<file path="config.mk">
export PLATFORM = sky130hd
export DESIGN_NAME = wb_trace_uart
export DESIGN_NICKNAME = d
export VERILOG_FILES = /design/src/rtl/pu_trace_pkg.sv /design/src/rtl/trace_fifo.sv /design/src/rtl/wb_trace_uart.sv
export SDC_FILE = /design/constraint.sdc
export NUM_CORES = 1
export LEC_CHECK = 0
export CAP_MARGIN = 0
export CORE_UTILIZATION = 40
export DETAILED_ROUTE_END_ITERATION = 12
export GPL_TIMING_DRIVEN = 0
export PLACE_DENSITY = 0.67
export SLEW_MARGIN = 15
export SYNTH_ARGS = -nofsm -noshare
export SYNTH_HDL_FRONTEND = slang
export SYNTH_HIERARCHICAL = 1
export SYNTH_SLANG_ARGS = --single-unit
</file>
<file path="constraint.sdc">
create_clock -name clk -period 10.8 [get_ports clk]
set_input_delay 3.24 -clock clk [delete_from_list [all_inputs] [get_ports clk]]
set_output_delay 3.24 -clock clk [all_outputs]
set_load 0.03 [all_outputs]
</file>
<file path="src/rtl/pu_trace_pkg.sv">
// pu_trace_pkg: shared types for the write-back trace UART
package pu_trace_pkg;
   typedef enum logic [1:0] {IDLE, START, DATA, STOP} tx_state_t;
endpackage

</file>
<file path="src/rtl/trace_fifo.sv">
// trace_fifo: synchronous FIFO, a push is accepted when not full or when a pop happens on the same edge
module trace_fifo #(
   parameter int DW    = 16,
   parameter int DEPTH = 8
) (
   input  logic                     clk,
   input  logic                     rst,
   input  logic                     push,
   input  logic                     pop,
   input  logic [DW-1:0]            din,
   output logic [DW-1:0]            dout,
   output logic                     full,
   output logic                     empty,
   output logic [$clog2(DEPTH):0]   count
);
   localparam int AW = $clog2(DEPTH);
   logic [DW-1:0] r_mem [DEPTH];
   logic [AW-1:0] r_wp, r_rp;
   logic [AW:0]   r_cnt;
   logic          w_push, w_pop;
   assign w_pop  = pop & ~empty;
   assign w_push = push & (~full | w_pop);
   assign empty  = r_cnt == 0;
   assign full   = r_cnt == (AW+1)'(DEPTH);
   assign count  = r_cnt;
   assign dout   = r_mem[r_rp];
   // storage array, no reset needed since entries are only read once written
   always_ff @(posedge clk)
      if (w_push) r_mem[r_wp] <= din;
   // pointers and occupancy, pointers wrap modulo DEPTH
   always_ff @(posedge clk or negedge rst)
      if (!rst) begin
         r_wp  <= '0;
         r_rp  <= '0;
         r_cnt <= '0;
      end else begin
         if (w_push) r_wp <= r_wp + 1'b1;
         if (w_pop) r_rp <= r_rp + 1'b1;
         r_cnt <= r_cnt + {{AW{1'b0}}, w_push} - {{AW{1'b0}}, w_pop};
      end
endmodule

</file>
<file path="src/rtl/wb_trace_uart.sv">
// wb_trace_uart: captures register write-backs into a FIFO and sends them MSB byte first as 8N1 UART frames
module wb_trace_uart
   import pu_trace_pkg::*;
#(
   parameter int DW     = 16,
   parameter int DEPTH  = 8,
   parameter int CLKDIV = 16
) (
   input  logic          clk,
   input  logic          rst,
   input  logic          we,
   input  logic [DW-1:0] rwd,
   output logic          txd,
   output logic          busy,
   output logic          ovf,
   output logic [7:0]    drop_cnt
);
   localparam int BW = $clog2(CLKDIV);
   localparam int NB = DW / 8;
   localparam int YW = NB > 1 ? $clog2(NB) : 1;
   tx_state_t            r_state, w_state;
   logic [BW-1:0]        r_baud, w_baud;
   logic [2:0]           r_bit, w_bit;
   logic [YW-1:0]        r_byte, w_byte;
   logic [DW-1:0]        r_sh, w_sh;
   logic                 r_txd, w_txd;
   logic                 r_ovf;
   logic [7:0]           r_drop;
   logic [DW-1:0]        w_dout;
   logic                 w_full, w_empty, w_pop, w_push, w_tick;
   logic [$clog2(DEPTH):0] w_count;
   logic [7:0]           w_cur;
   assign w_pop  = (r_state == IDLE) & ~w_empty;
   assign w_push = we & (~w_full | w_pop);
   assign w_tick = r_baud == '0;
   assign w_cur  = r_sh[DW-1 -: 8];
   trace_fifo #(.DW(DW), .DEPTH(DEPTH)) u_fifo (
      .clk(clk), .rst(rst), .push(w_push), .pop(w_pop), .din(rwd),
      .dout(w_dout), .full(w_full), .empty(w_empty), .count(w_count)
   );
   // next-state, baud reload on every state/bit change, shift and line value
   always_comb begin
      w_state = r_state;
      w_baud  = w_tick ? BW'(CLKDIV-1) : r_baud - 1'b1;
      w_bit   = r_bit;
      w_byte  = r_byte;
      w_sh    = r_sh;
      w_txd   = r_txd;
      case (r_state)
         IDLE: if (w_pop) begin
            w_state = START;
            w_sh    = w_dout;
            w_byte  = YW'(NB-1);
            w_txd   = 1'b0;
            w_baud  = BW'(CLKDIV-1);
         end
         START: if (w_tick) begin
            w_state = DATA;
            w_bit   = 3'd0;
            w_txd   = w_cur[0];
         end
         DATA: if (w_tick) begin
            w_state = r_bit == 3'd7 ? STOP : DATA;
            w_bit   = r_bit + 3'd1;
            w_txd   = r_bit == 3'd7 ? 1'b1 : w_cur[r_bit + 3'd1];
         end
         STOP: if (w_tick) begin
            w_state = r_byte != '0 ? START : IDLE;
            w_byte  = r_byte != '0 ? r_byte - 1'b1 : r_byte;
            w_sh    = r_byte != '0 ? r_sh << 8 : r_sh;
            w_txd   = r_byte == '0;
         end
         default: w_state = IDLE;
      endcase
   end
   // state registers plus sticky overflow and saturating drop counter
   always_ff @(posedge clk or negedge rst)
      if (!rst) begin
         r_state <= IDLE;
         r_baud  <= '0;
         r_bit   <= '0;
         r_byte  <= '0;
         r_sh    <= '0;
         r_txd   <= 1'b1;
         r_ovf   <= 1'b0;
         r_drop  <= '0;
      end else begin
         r_state <= w_state;
         r_baud  <= w_baud;
         r_bit   <= w_bit;
         r_byte  <= w_byte;
         r_sh    <= w_sh;
         r_txd   <= w_txd;
         if (we & ~w_push) begin
            r_ovf  <= 1'b1;
            r_drop <= r_drop == 8'hFF ? r_drop : r_drop + 8'd1;
         end
      end
   assign txd      = r_txd;
   assign busy     = (r_state != IDLE) | (w_count != '0);
   assign ovf      = r_ovf;
   assign drop_cnt = r_drop;
endmodule
</file>
==> metrics.txt, run 1 <==
# TYPE chip_impl_metric gauge
chip_impl_info{name="startpoint",value="we"} 1
chip_impl_metric{name="core",unit="sq um"} 17900
chip_impl_metric{name="finalSetupViolCount",unit=""} 0
chip_impl_metric{name="routed-via-count",unit=""} 3733
chip_impl_metric{name="detail_route.wl_per_cell",unit="um"} 19.19
chip_impl_metric{name="grt_max_degree",unit=""} 35
chip_impl_metric{name="maxCapViolations",unit=""} 0
chip_impl_metric{name="detailed_place.area",unit="sq um"} 8084
chip_impl_metric{name="grt_use_total",unit="%"} 16.29
chip_impl_info{name="hold_path_startpoint",value="r_baud[0]"} 1
chip_impl_metric{name="synthDominantCellAreaShare",unit="%"} 52.68
chip_impl_metric{name="place_inst",unit=""} 683
chip_impl_metric{name="path_max_fanout",unit=""} 10
chip_impl_metric{name="crit_cells",unit=""} 7
chip_impl_metric{name="asyncSetResetFlopFracSynth",unit="%"} 26.44
chip_impl_metric{name="num_io_pins",unit=""} 30
chip_impl_metric{name="clkLatencyLatePin",unit="ps"} 430
chip_impl_info{name="startpoint_class_of_the_critical_path",value="input pin"} 1
chip_impl_info{name="timing_worst_setup_path_type",value="input pin to flop"} 1
chip_impl_metric{name="routabilityCongestion",unit=""} 0.8028
chip_impl_metric{name="number_of_synthesis_warnings",unit=""} 6
chip_impl_metric{name="grt_first_pass_wirelength",unit="um"} 21690
chip_impl_info{name="critPathTopFamily",value="buffers and inverters"} 1
chip_impl_metric{name="drt-total-wl",unit="um"} 13720
chip_impl_metric{name="drt-initial-drc-count",unit=""} 187
chip_impl_metric{name="1st_pass_router_iterations",unit=""} 4
chip_impl_info{name="cp-endpoint",value="u_fifo/r_mem[2][5]"} 1
chip_impl_metric{name="synth_cells",unit=""} 407
chip_impl_info{name="cell_type_of_the_slowest_stage_on_the_worst_timing_path",value="sky130_fd_sc_hd__nor4b_2"} 1
chip_impl_metric{name="design.final.nets",unit=""} 510
chip_impl_info{name="reg2reg_from",value="u_fifo/count[2]"} 1
chip_impl_metric{name="finClkSkew",unit="ps"} 17.36
chip_impl_info{name="crit_chain",value="clkdlybuf4s50_1, a21boi_0, o21ai_1, buf_4, nor4b_2, buf_4, buf_6"} 1
chip_impl_metric{name="max-clock-path-buffers",unit=""} 2
chip_impl_metric{name="layoutNonFillerInstCount",unit=""} 715
chip_impl_metric{name="fp.dieArea",unit="sq um"} 18780
chip_impl_metric{name="max_slew.worst_pin.slew",unit="ps"} 848.4
chip_impl_metric{name="num_rows",unit=""} 49
chip_impl_metric{name="dieWidth",unit="um"} 137.1
chip_impl_info{name="rsz0062_at_grt",value="false"} 1
chip_impl_metric{name="avg_synthesized_cell_area",unit="sq um"} 17.93
chip_impl_metric{name="r2r_slack",unit="ps"} 7570
chip_impl_metric{name="route.detailed.drc",unit=""} 0
chip_impl_metric{name="route.antenna.remaining_nets",unit=""} 0
chip_impl_metric{name="timing.fmax",unit="MHz"} 187.6
chip_impl_metric{name="antenna-diode-count",unit=""} 0
chip_impl_metric{name="synth-seq-cells",unit=""} 174
chip_impl_info{name="yosys.area.top_type",value="sky130_fd_sc_hd__edfxtp_1"} 1
chip_impl_metric{name="worst_ir_drop_vdd",unit="mV"} 0.1397
chip_impl_info{name="worst_hold_path_type",value="flop to flop"} 1
chip_impl_info{name="primary_flip_flop_cell_chosen_by_synthesis_mapping",value="sky130_fd_sc_hd__edfxtp_1"} 1
chip_impl_metric{name="syn2layout_area_growth",unit="%"} 18.73
chip_impl_info{name="netlist_top_cells_area",value="sky130_fd_sc_hd__edfxtp_1 (53%), sky130_fd_sc_hd__dfrtp_1 (15%), sky130_fd_sc_hd__mux4_1 (8.6%), sky130_fd_sc_hd__mux2_2 (3.2%), sky130_fd_sc_hd__ha_1 (2.9%)"} 1
chip_impl_info{name="cpMostUsedCell",value="sky130_fd_sc_hd__buf_4"} 1
chip_impl_metric{name="cts.sinks",unit=""} 174
chip_impl_metric{name="report.final.hold_viol_count",unit=""} 0
chip_impl_metric{name="relSlewSlack",unit="%"} 43.38
chip_impl_metric{name="synth_fp_nets",unit=""} 444
chip_impl_metric{name="clock_tree.htree_level_count",unit=""} 4
chip_impl_metric{name="total_power",unit="uW"} 1689
chip_impl_metric{name="critPathBufInv",unit=""} 4
chip_impl_metric{name="synth_edf_count",unit=""} 128
chip_impl_metric{name="critical-path-max-stage-delay",unit="ps"} 700
chip_impl_metric{name="antenna_found_initial",unit=""} 0
chip_impl_metric{name="grt-ovfl-total",unit=""} 0
chip_impl_metric{name="synth.cell_area",unit="sq um"} 7296
chip_impl_metric{name="dp_hpwl",unit="um"} 9565
chip_impl_metric{name="numCtsBuffers",unit=""} 17
chip_impl_metric{name="post_cts.resized_instances",unit=""} 0
chip_impl_metric{name="vias_per_cell",unit=""} 5.221
chip_impl_metric{name="die_height",unit="um"} 137.1
chip_impl_info{name="status",value="finished, final reports clean"} 1
chip_impl_metric{name="clk_pin_slew_worst_paths",unit="ps"} 60
chip_impl_metric{name="start_util",unit="%"} 40.75
chip_impl_metric{name="data_arrival_time_of_the_worst_path",unit="ps"} 5470
chip_impl_metric{name="cts-hold-fix-buffers",unit=""} 0
chip_impl_info{name="critical_path.reg2reg.endpoint",value="u_fifo/r_mem[2][5]"} 1
chip_impl_info{name="end_kind",value="flop"} 1
chip_impl_metric{name="post_cts_setup_buffer_count",unit=""} 0
chip_impl_metric{name="period_share",unit="%"} 49.36
chip_impl_metric{name="totalNegativeSetupSlack",unit="ps"} 0
chip_impl_metric{name="power.density",unit="nW/um^2"} 195.0
chip_impl_metric{name="final_critical_period",unit="ps"} 5331
chip_impl_metric{name="total_leakage_power",unit="uW"} 0.003130
chip_impl_metric{name="io_buffers",unit=""} 29
chip_impl_metric{name="reg2regPathDepth",unit=""} 11
chip_impl_metric{name="slew_viol_final",unit=""} 0
chip_impl_info{name="tritoncts",value="yes"} 1
chip_impl_metric{name="final_layout_size_suffix_gt1_share",unit="%"} 21.81
chip_impl_metric{name="via_count_of_the_first_global_routing_pass",unit=""} 3869
chip_impl_info{name="clock_tree.root_cell",value="sky130_fd_sc_hd__clkbuf_16"} 1
chip_impl_metric{name="critical_path_required",unit="ps"} 10940
chip_impl_metric{name="post_synth_num_cell_types",unit=""} 47
chip_impl_metric{name="layout.cell_area.non_filler",unit="sq um"} 8662
chip_impl_metric{name="n_fill_cell",unit=""} 1501
chip_impl_metric{name="ys_seq_area_share",unit="%"} 68.48
==> where the power goes <==
group / internal, uW / leakage [uW] / switching (uW)
clock: 306 / 0.000272 / 273
combinational: 112 / 0.00116 / 152
sequential: 817 / 0.00170 / 29.7
total: 1230 / 0.00313 / 454
==> area by class of cell <==
cell class	count	area, sq um	area share [%]
inverters	19	71.32	0.8233
repair buffers	47	451.7	5.214
plain buffers	18	110.1	1.271
flip-flops and latches	174	4996	57.68
well taps	229	286.5	3.308
multi-input cells	196	2168	25.03
clock buffers	17	425.4	4.911
clock inverters	15	152.6	1.762
==> how the worst min path moves through the flow <==
stage,end,slack (ps),depth (start not counted)
finish,r_baud[0],460,1
global route,r_baud[0],480,1
CTS,r_baud[0],460,1
detailed placement,r_baud[0],450,1
floorplan,r_baud[0],430,1
global placement,r_baud[0],440,1
==> synth_stat cells, types with 9 or more instances <==
master and instances:
sky130_fd_sc_hd__dfrtp_1 45, sky130_fd_sc_hd__edfxtp_1 128, sky130_fd_sc_hd__ha_1 17, sky130_fd_sc_hd__inv_1 19, sky130_fd_sc_hd__mux2_2 21, sky130_fd_sc_hd__mux2i_1 10
sky130_fd_sc_hd__mux4_1 24, sky130_fd_sc_hd__mux4_2 9, sky130_fd_sc_hd__nand2_1 25, sky130_fd_sc_hd__o21ai_0 13, sky130_fd_sc_hd__xnor2_1 12
==> layer usage <==
layer	part of all wire [%]	up-vias	global-route usage, %
li1	-	1736	-
met1	43	1904	20.12
met2	52	80	28.34
met3	3.3	13	3.815
met4	1.5	0	4.823
met5	0	-	0
==> worst reg2reg max path: cells and delay by family (launching register included) <==
family	cells	cell delay (ps)
AO/OA/AOI/OAI	1	100
flip-flops	1	350
buffers and inverters	5	960
adder cells (fa/ha/maj)	1	220
AND/OR/NAND/NOR	4	1330
==> sequential cells by signal, indices dropped and copies added, names as in the netlist <==
signal        flops
drop_cnt          8
ovf               1
r_baud            4
r_bit             3
r_byte            1
r_sh             16
r_state           2
txd               1
u_fifo/count      4
u_fifo/r_mem    128
u_fifo/r_rp       3
u_fifo/r_wp       3
==> cell families after synthesis <==
| family | Yosys count | share of synthesized area, % |
|---|---|---|
| flip-flops | 174 | 68.48 |
| AND/OR/NAND/NOR | 66 | 4.836 |
| multiplexers | 64 | 16.03 |
| buffers and inverters | 37 | 2.487 |
| AO/OA/AOI/OAI | 33 | 3.173 |
| adder cells (fa/ha/maj) | 18 | 3.190 |
| XOR/XNOR | 15 | 1.801 |
==> cell usage in the layout (no fill, tap or decap), drive strengths merged, types with 2 or more instances in the layout <==
| cell | instances |
|---|---|
| nor4b | 3 |
| nand2 | 25 |
| buf | 35 |
| clkbuf | 19 |
| a22o | 8 |
| clkinv | 7 |
| mux4 | 33 |
| nor3b | 2 |
| o21ai | 15 |
| edfxtp | 128 |
| nor4 | 2 |
| dfrtp | 45 |
| nand3 | 5 |
| inv | 24 |
| xnor2 | 12 |
| mux2i | 10 |
| clkdlybuf4s50 | 28 |
| ha | 17 |
| clkinvlp | 3 |
| nor2 | 8 |
| mux2 | 21 |
| nand4 | 2 |
| nor3 | 4 |
| o211ai | 2 |
| and4 | 3 |
| xor2 | 3 |
| or2 | 2 |
| and3 | 2 |
| nand2b | 3 |
| nor4bb | 2 |
==> stage by stage <==
stage / setup slack [ps] / utilization, % / hold WS, ps
final: 5469 / 48.39 / 461.5
after global routing: 5303 / 48.39 / 477.9
after CTS: 5456 / 48.39 / 462.9
after detailed placement: 5013 / 45.16 / 449.6
after global placement: 2349 / 43.98 / 441.4
after floorplan: 4850 / - / 429.0
No activity file was read; power rests on OpenSTA's default activity.
==> inputs of run 2 (changes only) <==
Clock period 10.8 ns to 5.26 ns, I/O delays scaled along.
==> results of run 2 <==
Same layout as run 1 (identical final DEF). Status: finished, final reports clean.
Among the figures that moved: setup slack after placement 5013 ps -> 1135 ps; setup slack after layout 5469 ps -> 1591 ps; register-to-register setup slack 7570 ps -> 2030 ps; total power 1689 uW -> 3468 uW; worst IR drop on VDD 0.1397 mV -> 0.2868 mV
